===== src/rtl/pipelined_add_sub_pkg.sv =====
// Shared definitions for the pipelined adder/subtractor.
//   ALU_ADD / ALU_SUB : values of the 'sub' mode input
//   DATA_WIDTH        : default datapath width
//   carry0()          : carry injected into the lowest chunk for a given mode
package pipelined_add_sub_pkg;

  localparam logic ALU_ADD    = 1'b0;
  localparam logic ALU_SUB    = 1'b1;
  localparam int   DATA_WIDTH = 32;

  // Subtraction is A + ~B + 1 - borrow, so the injected carry is the
  // inverted borrow-in; addition passes the carry-in straight through.
  function automatic logic carry0(input logic sub, input logic cin);
    logic c_v;
    if (sub == ALU_SUB) begin
      c_v = ~cin;
    end else begin
      c_v = cin;
    end
    return c_v;
  endfunction

endpackage


===== src/rtl/pipelined_add_sub_adder_chunk.sv =====
// adder_chunk: combinational N-bit ripple-carry full-adder chain.
// Ports:
//   a, b   : N-bit addends
//   cin    : carry into bit 0
//   sum    : N-bit sum
//   cout   : carry out of bit N-1
//   c_msb  : carry into bit N-1 (used for signed overflow)
module adder_chunk #(
  parameter int N = 8
) (
  input  logic [N-1:0] a,
  input  logic [N-1:0] b,
  input  logic         cin,
  output logic [N-1:0] sum,
  output logic         cout,
  output logic         c_msb
);

  // Ripple the carry bit by bit; c_msb captures the carry just before the top bit.
  always_comb begin
    logic carry_v;
    carry_v = cin;
    c_msb   = cin;
    sum     = {N{1'b0}};
    for (int i = 0; i < N; i++) begin
      c_msb   = carry_v;
      sum[i]  = a[i] ^ b[i] ^ carry_v;
      carry_v = (a[i] & b[i]) | (carry_v & (a[i] ^ b[i]));
    end
    cout = carry_v;
  end

endmodule


===== src/rtl/pipelined_add_sub.sv =====
// pipelined_add_sub: WIDTH-bit adder/subtractor split into STAGES registered
// chunks of WIDTH/STAGES bits, with valid/ready handshake on both sides.
// Ports:
//   clk, reset           : rising-edge clock, async active-high reset
//   in_valid / in_ready  : operand beat handshake (a, b, sub, cin)
//   sub                  : 0 = a+b+cin, 1 = a-b-cin
//   out_valid / out_ready: result beat handshake
//   sum, cout            : result mod 2^WIDTH and raw carry out (sub: 1 = no borrow)
//   overflow, zero       : signed overflow and sum == 0
// Stage k consumes operand bits [k*CHUNK +: CHUNK]. Each stage register keeps
// only the result bits finished so far (done_r) and the operand bits still to
// be consumed (pa_r/pb_r), so both vectors shift one chunk per stage.
module pipelined_add_sub
  import pipelined_add_sub_pkg::*;
#(
  parameter int WIDTH  = DATA_WIDTH,
  parameter int STAGES = 4
) (
  input  logic             clk,
  input  logic             reset,
  input  logic             in_valid,
  output logic             in_ready,
  input  logic [WIDTH-1:0] a,
  input  logic [WIDTH-1:0] b,
  input  logic             sub,
  input  logic             cin,
  output logic             out_valid,
  input  logic             out_ready,
  output logic [WIDTH-1:0] sum,
  output logic             cout,
  output logic             overflow,
  output logic             zero
);

  localparam int CHUNK = WIDTH / STAGES;

  for (genvar k = 0; k < STAGES; k++) begin : g_stage
    localparam int PW = WIDTH - k * CHUNK;  // operand bits entering this stage
    localparam int DW = (k + 1) * CHUNK;    // result bits complete after this stage

    logic             src_v_s;
    logic             src_c_s;
    logic [PW-1:0]    src_pa_s;
    logic [PW-1:0]    src_pb_s;
    logic [DW-1:0]    nxt_done_s;
    logic             rdy_s;
    logic             down_rdy_s;
    logic [CHUNK-1:0] ch_sum_s;
    logic             ch_cout_s;
    logic             ch_msb_s;
    logic             v_r;
    logic             c_r;
    logic [DW-1:0]    done_r;

    if (k == 0) begin : g_src
      assign src_v_s    = in_valid;
      assign src_c_s    = carry0(sub, cin);
      assign src_pa_s   = a;
      assign src_pb_s   = (sub == ALU_SUB) ? ~b : b;
      assign nxt_done_s = ch_sum_s;
    end else begin : g_src
      assign src_v_s    = g_stage[k-1].v_r;
      assign src_c_s    = g_stage[k-1].c_r;
      assign src_pa_s   = g_stage[k-1].g_pend.pa_r;
      assign src_pb_s   = g_stage[k-1].g_pend.pb_r;
      assign nxt_done_s = {ch_sum_s, g_stage[k-1].done_r};
    end

    if (k == STAGES - 1) begin : g_down
      assign down_rdy_s = out_ready;
    end else begin : g_down
      assign down_rdy_s = g_stage[k+1].rdy_s;
    end

    // An empty stage always accepts, so bubbles collapse under a stall.
    assign rdy_s = ~v_r | down_rdy_s;

    adder_chunk #(.N(CHUNK)) u_chunk (
      .a     (src_pa_s[CHUNK-1:0]),
      .b     (src_pb_s[CHUNK-1:0]),
      .cin   (src_c_s),
      .sum   (ch_sum_s),
      .cout  (ch_cout_s),
      .c_msb (ch_msb_s)
    );

    // Stage valid/carry/result: load when ready, hold contents under backpressure.
    always_ff @(posedge clk or posedge reset) begin
      if (reset) begin
        v_r    <= 1'b0;
        c_r    <= 1'b0;
        done_r <= {DW{1'b0}};
      end else if (rdy_s) begin
        v_r <= src_v_s;
        if (src_v_s) begin
          c_r    <= ch_cout_s;
          done_r <= nxt_done_s;
        end
      end
    end

    if (k < STAGES - 1) begin : g_pend
      logic [PW-CHUNK-1:0] pa_r;
      logic [PW-CHUNK-1:0] pb_r;
      logic                msb_unused_s;

      // Carry into a chunk MSB only matters for the top chunk.
      assign msb_unused_s = ch_msb_s;

      // Pending operand bits: drop the chunk just consumed.
      always_ff @(posedge clk or posedge reset) begin
        if (reset) begin
          pa_r <= {(PW-CHUNK){1'b0}};
          pb_r <= {(PW-CHUNK){1'b0}};
        end else if (rdy_s && src_v_s) begin
          pa_r <= src_pa_s[PW-1:CHUNK];
          pb_r <= src_pb_s[PW-1:CHUNK];
        end
      end
    end else begin : g_flags
      logic ovf_r;
      logic zero_r;

      // Final-stage flags, registered alongside the completed sum.
      always_ff @(posedge clk or posedge reset) begin
        if (reset) begin
          ovf_r  <= 1'b0;
          zero_r <= 1'b0;
        end else if (rdy_s && src_v_s) begin
          ovf_r  <= ch_msb_s ^ ch_cout_s;
          zero_r <= ~|nxt_done_s;
        end
      end
    end
  end

  assign in_ready  = g_stage[0].rdy_s;
  assign out_valid = g_stage[STAGES-1].v_r;
  assign sum       = g_stage[STAGES-1].done_r;
  assign cout      = g_stage[STAGES-1].c_r;
  assign overflow  = g_stage[STAGES-1].g_flags.ovf_r;
  assign zero      = g_stage[STAGES-1].g_flags.zero_r;

endmodule

===== config.mk =====
export PLATFORM = sky130hd
export DESIGN_NAME = pipelined_add_sub
export DESIGN_NICKNAME = d
export VERILOG_FILES = /design/src/rtl/pipelined_add_sub_pkg.sv /design/src/rtl/pipelined_add_sub_adder_chunk.sv /design/src/rtl/pipelined_add_sub.sv
export SDC_FILE = /design/constraint.sdc
export NUM_CORES = 1
export LEC_CHECK = 0
export CORE_UTILIZATION = 50
export DETAILED_ROUTE_END_ITERATION = 7
export PLACE_DENSITY = 0.73
export SYNTH_ARGS = -nofsm -noshare
export SYNTH_HDL_FRONTEND = slang
export SYNTH_SLANG_ARGS = --single-unit

===== constraint.sdc =====
create_clock -name clk -period 7.62 [get_ports clk]
set_input_delay 1.524 -clock clk [delete_from_list [all_inputs] [get_ports clk]]
set_output_delay 1.524 -clock clk [all_outputs]
set_load 0.05 [all_outputs]

==> qor.txt <==
Sw Share: 33.8%
Unique masters post-synth: 30
Fin Clk Skew: 0.00955 ns
routed wire length: 15.4 mm
DR vias: 4479
Slew Limit Fails: 0
Power Dens Cells: 398 nW/um2
largest net degree at the start of global routing: 105
LEAKAGE: 4.28 nW
first-pass GRT wire length: 25.7 mm
Layout area overhead: 23.1%
GPL Wtd Cong: 0.794
All-Layer GR Usage: 20.7%
worst-path cell chain: buf_2 > xnor2_1 > fa_1 > inv_1 > fa_1 > inv_1 > fa_1 > fa_1 > fa_1 > fa_1 > fa_1 > inv_1 > fa_1 > mux2_2
fin util: 63.0%
RR Endpoint: zero
Cells after DPL: 843
Comb power frac: 35.1%
Initial Util: 51.2%
CP peak stage delay: 0.51 ns
# rows: 46
Main synth FF type: dfrtp_1
PortBufs: 106
Seq/Total Area, Yosys: 57.5%
WHS: 0.480 ns
crit path time final: 5.46 ns
initial DRC count: 198
final setup fails: 0
Mapped Area: 8100 um2
worst r2r src: g_stage[2].c_r
Ports: 107
Post-Synthesis Cells: 541
CTS H-tree lvls: 4
DRC Markers: 0
Synth top area share: 57.5%
Worst Path Required: 7.92 ns
warnings from Yosys: 0
Post-synth ARST share: 100%
DR WL/cell: 17.7 um
Max Cap Viol: 0
initial antenna violation count: 0
CP Data Arrival Time: 5.77 ns
worst vdd ir: 0.194 mV
P_sw: 1.34 mW
EDFF count, synth: 0
Die Ht: 129 um
status: finished, final reports clean
Reg2Reg Setup Slack: 3.24 ns
CTS clk-pin slew, worst paths: 0.06 ns
Nets: 748
Worst-Skew Late Latency: 0.42 ns
maximum buffer depth of the clock tree: 2
hold buffer count at cts: 0
max_slew headroom: 25.9%
Setup Fix Bufs, Post-CTS: 0
layout cell share with drive strength beyond 1: 24.8%
clock root buffer: clkbuf_16
worst slew pin tran: 1.11 ns
Post-synth top cells: dfrtp_1 (186), mux2_2 (120), inv_1 (39), fa_1 (32), mux2_1 (32)
RSZ-0062 raised after global routing: false
most used cell, CP: fa_1
antenna viol nets, final: 0
CTS tree: done
top-count cell post-synth: dfrtp_1
detailed placer's ending HPWL: 10.5 mm
clk sink count: 186
number of global-route vias before repair: 4820
Remaining Overflow, GRT: 0
Tcrit/Tclk final: 71.7%
Clk network pwr share: 24.9%
CP Capture Type: flop
post-cts sizing count: 0
Critical path origin: sub
CP max FO: 20
die footprint: 16700 um2
syn_area_per_cell: 15.0 um2
die width: 129 um
sum of negative setup slack: 0 ns
CORE AREA: 15800 um2
Yosys reg bits: 186
Worst Hold Class: flop to flop
Worst setup SP type: input port
Layout Cells excl Fill: 873
Worst R2R Path Depth: 14
syn nets: 643
largest area contributor in the netlist: dfrtp_1
Crit Path Class: input port to flop
end of the critical path: g_stage[0].done_r[7]
diode count: 0
synth top area cells: dfrtp_1 (57%), mux2_2 (17%), fa_1 (7.9%)
part of the power in registers: 40.0%
TritonCTS buffer count: 17
Hold Vio Cnt, Final: 0
CP max-delay cell: buf_2
Fmax achieved: 183 MHz
TritonRoute pass-1 iters: 4
internal cell power: 2.63 mW
DR vias/cell: 5.13
[power by group through the flow]
stage | logic (mW) | clock network (mW) | registers [mW]
floorplan | 0.645 | 0 | 1.85
global placement | 1.35 | 0 | 1.59
detailed placement | 1.39 | 0 | 1.61
CTS | 1.41 | 1.00 | 1.59
global route | 1.51 | 1.04 | 1.64
finish | 1.39 | 0.987 | 1.59
[how the worst min path moves through the flow]
stage,depth (start not counted),to,start,slack (ns)
floorplan,1,g_stage[1].done_r[0],g_stage[1].done_r[0],0.45
global placement,1,g_stage[1].done_r[3],g_stage[1].done_r[3],0.46
detailed placement,1,g_stage[1].done_r[2],g_stage[1].done_r[2],0.47
CTS,1,g_stage[1].done_r[0],g_stage[1].done_r[0],0.48
global route,1,g_stage[1].g_pend.pb_r[11],g_stage[0].g_pend.pb_r[19],0.50
finish,1,g_stage[1].done_r[0],g_stage[1].done_r[0],0.48
[layer usage]
| metal | global-route usage [%] | part of all wire [%] | vias to the layer above |
|---|---|---|---|
| met3 | 3.84 | 2.8 | 23 |
| li1 | - | - | 2035 |
| met5 | 0 | 0 | - |
| met4 | 8.24 | 2.2 | 0 |
| met2 | 33.4 | 50 | 80 |
| met1 | 27.9 | 45 | 2341 |
[layout by cell type (no fill, tap or decap)]
cell type / n
buf_2: 1
a21oi_1: 12
clkbuf_8: 3
and2_4: 1
nor2b_1: 1
nand2b_1: 3
and2_2: 1
nand3b_2: 1
nand4_1: 2
clkinv_2: 2
mux2_1: 32
nand2_2: 1
nand2_1: 4
clkdlybuf4s50_1: 105
xnor2_1: 9
o21ai_0: 17
clkbuf_1: 2
nor4b_1: 2
mux2i_1: 8
or2_2: 1
mux2_2: 120
inv_6: 1
nand4b_1: 1
o31ai_1: 1
bufinv_16: 6
inv_1: 38
nor4_1: 6
clkbuf_16: 17
fa_1: 32
nand3_1: 8
mux2_4: 3
dfrtp_1: 186
buf_4: 4
o21ai_4: 1
xor2_1: 25
[registers in the layout, indices dropped and copies added (netlist names)]
signal               cells
cout                     1
g_stage.c_r              3
g_stage.done_r          48
g_stage.g_pend.pa_r     48
g_stage.g_pend.pb_r     48
g_stage.v_r              3
out_valid                1
overflow                 1
sum                     32
zero                     1
[final cells by class]
type	instances	area [um2]
tap	216	270
clock inverter	8	190
sequential	186	4650
timing repair buffer	110	1090
clock buffer	22	474
fill	1179	5860
multi-input combinational	292	3140
inverter	39	151
[per-stage QoR]
stage | worst slack, ns | area, um2 | total power [mW]
6_report | 2.16 | 9970 | 3.97
5_1_grt | 1.91 | 9970 | 4.19
4_1_cts | 2.12 | 9970 | 4.01
3_5_place_dp | 1.67 | 9300 | 3.00
3_3_place_gp | 1.73 | 9300 | 2.94
2_1_floorplan | 1.04 | 8100 | 2.50
[worst max-delay path: cells and delay by family]
kind,cells,cell delay (ns)
muxes,1,0.27
buffers and inverters,4,0.72
adders and majority gates,8,3.05
xor gates and xnor gates,1,0.19
[cell families (layout without fill, tap and decap cells)]
group                    count (synthesis)  count (layout)  share of synthesized area (%)
XOR/XNOR                                34              34                           3.68
buffers and inverters                   63             179                           3.91
flip-flops                             186             186                           57.5
AO/OA/AOI/OAI                           31              31                           1.95
AND/OR/NAND/NOR                         32              32                           2.41
multiplexers                           163             163                           22.7
adder cells (fa/ha/maj)                 32              32                           7.91
No activity file was read; power rests on OpenSTA's default activity.
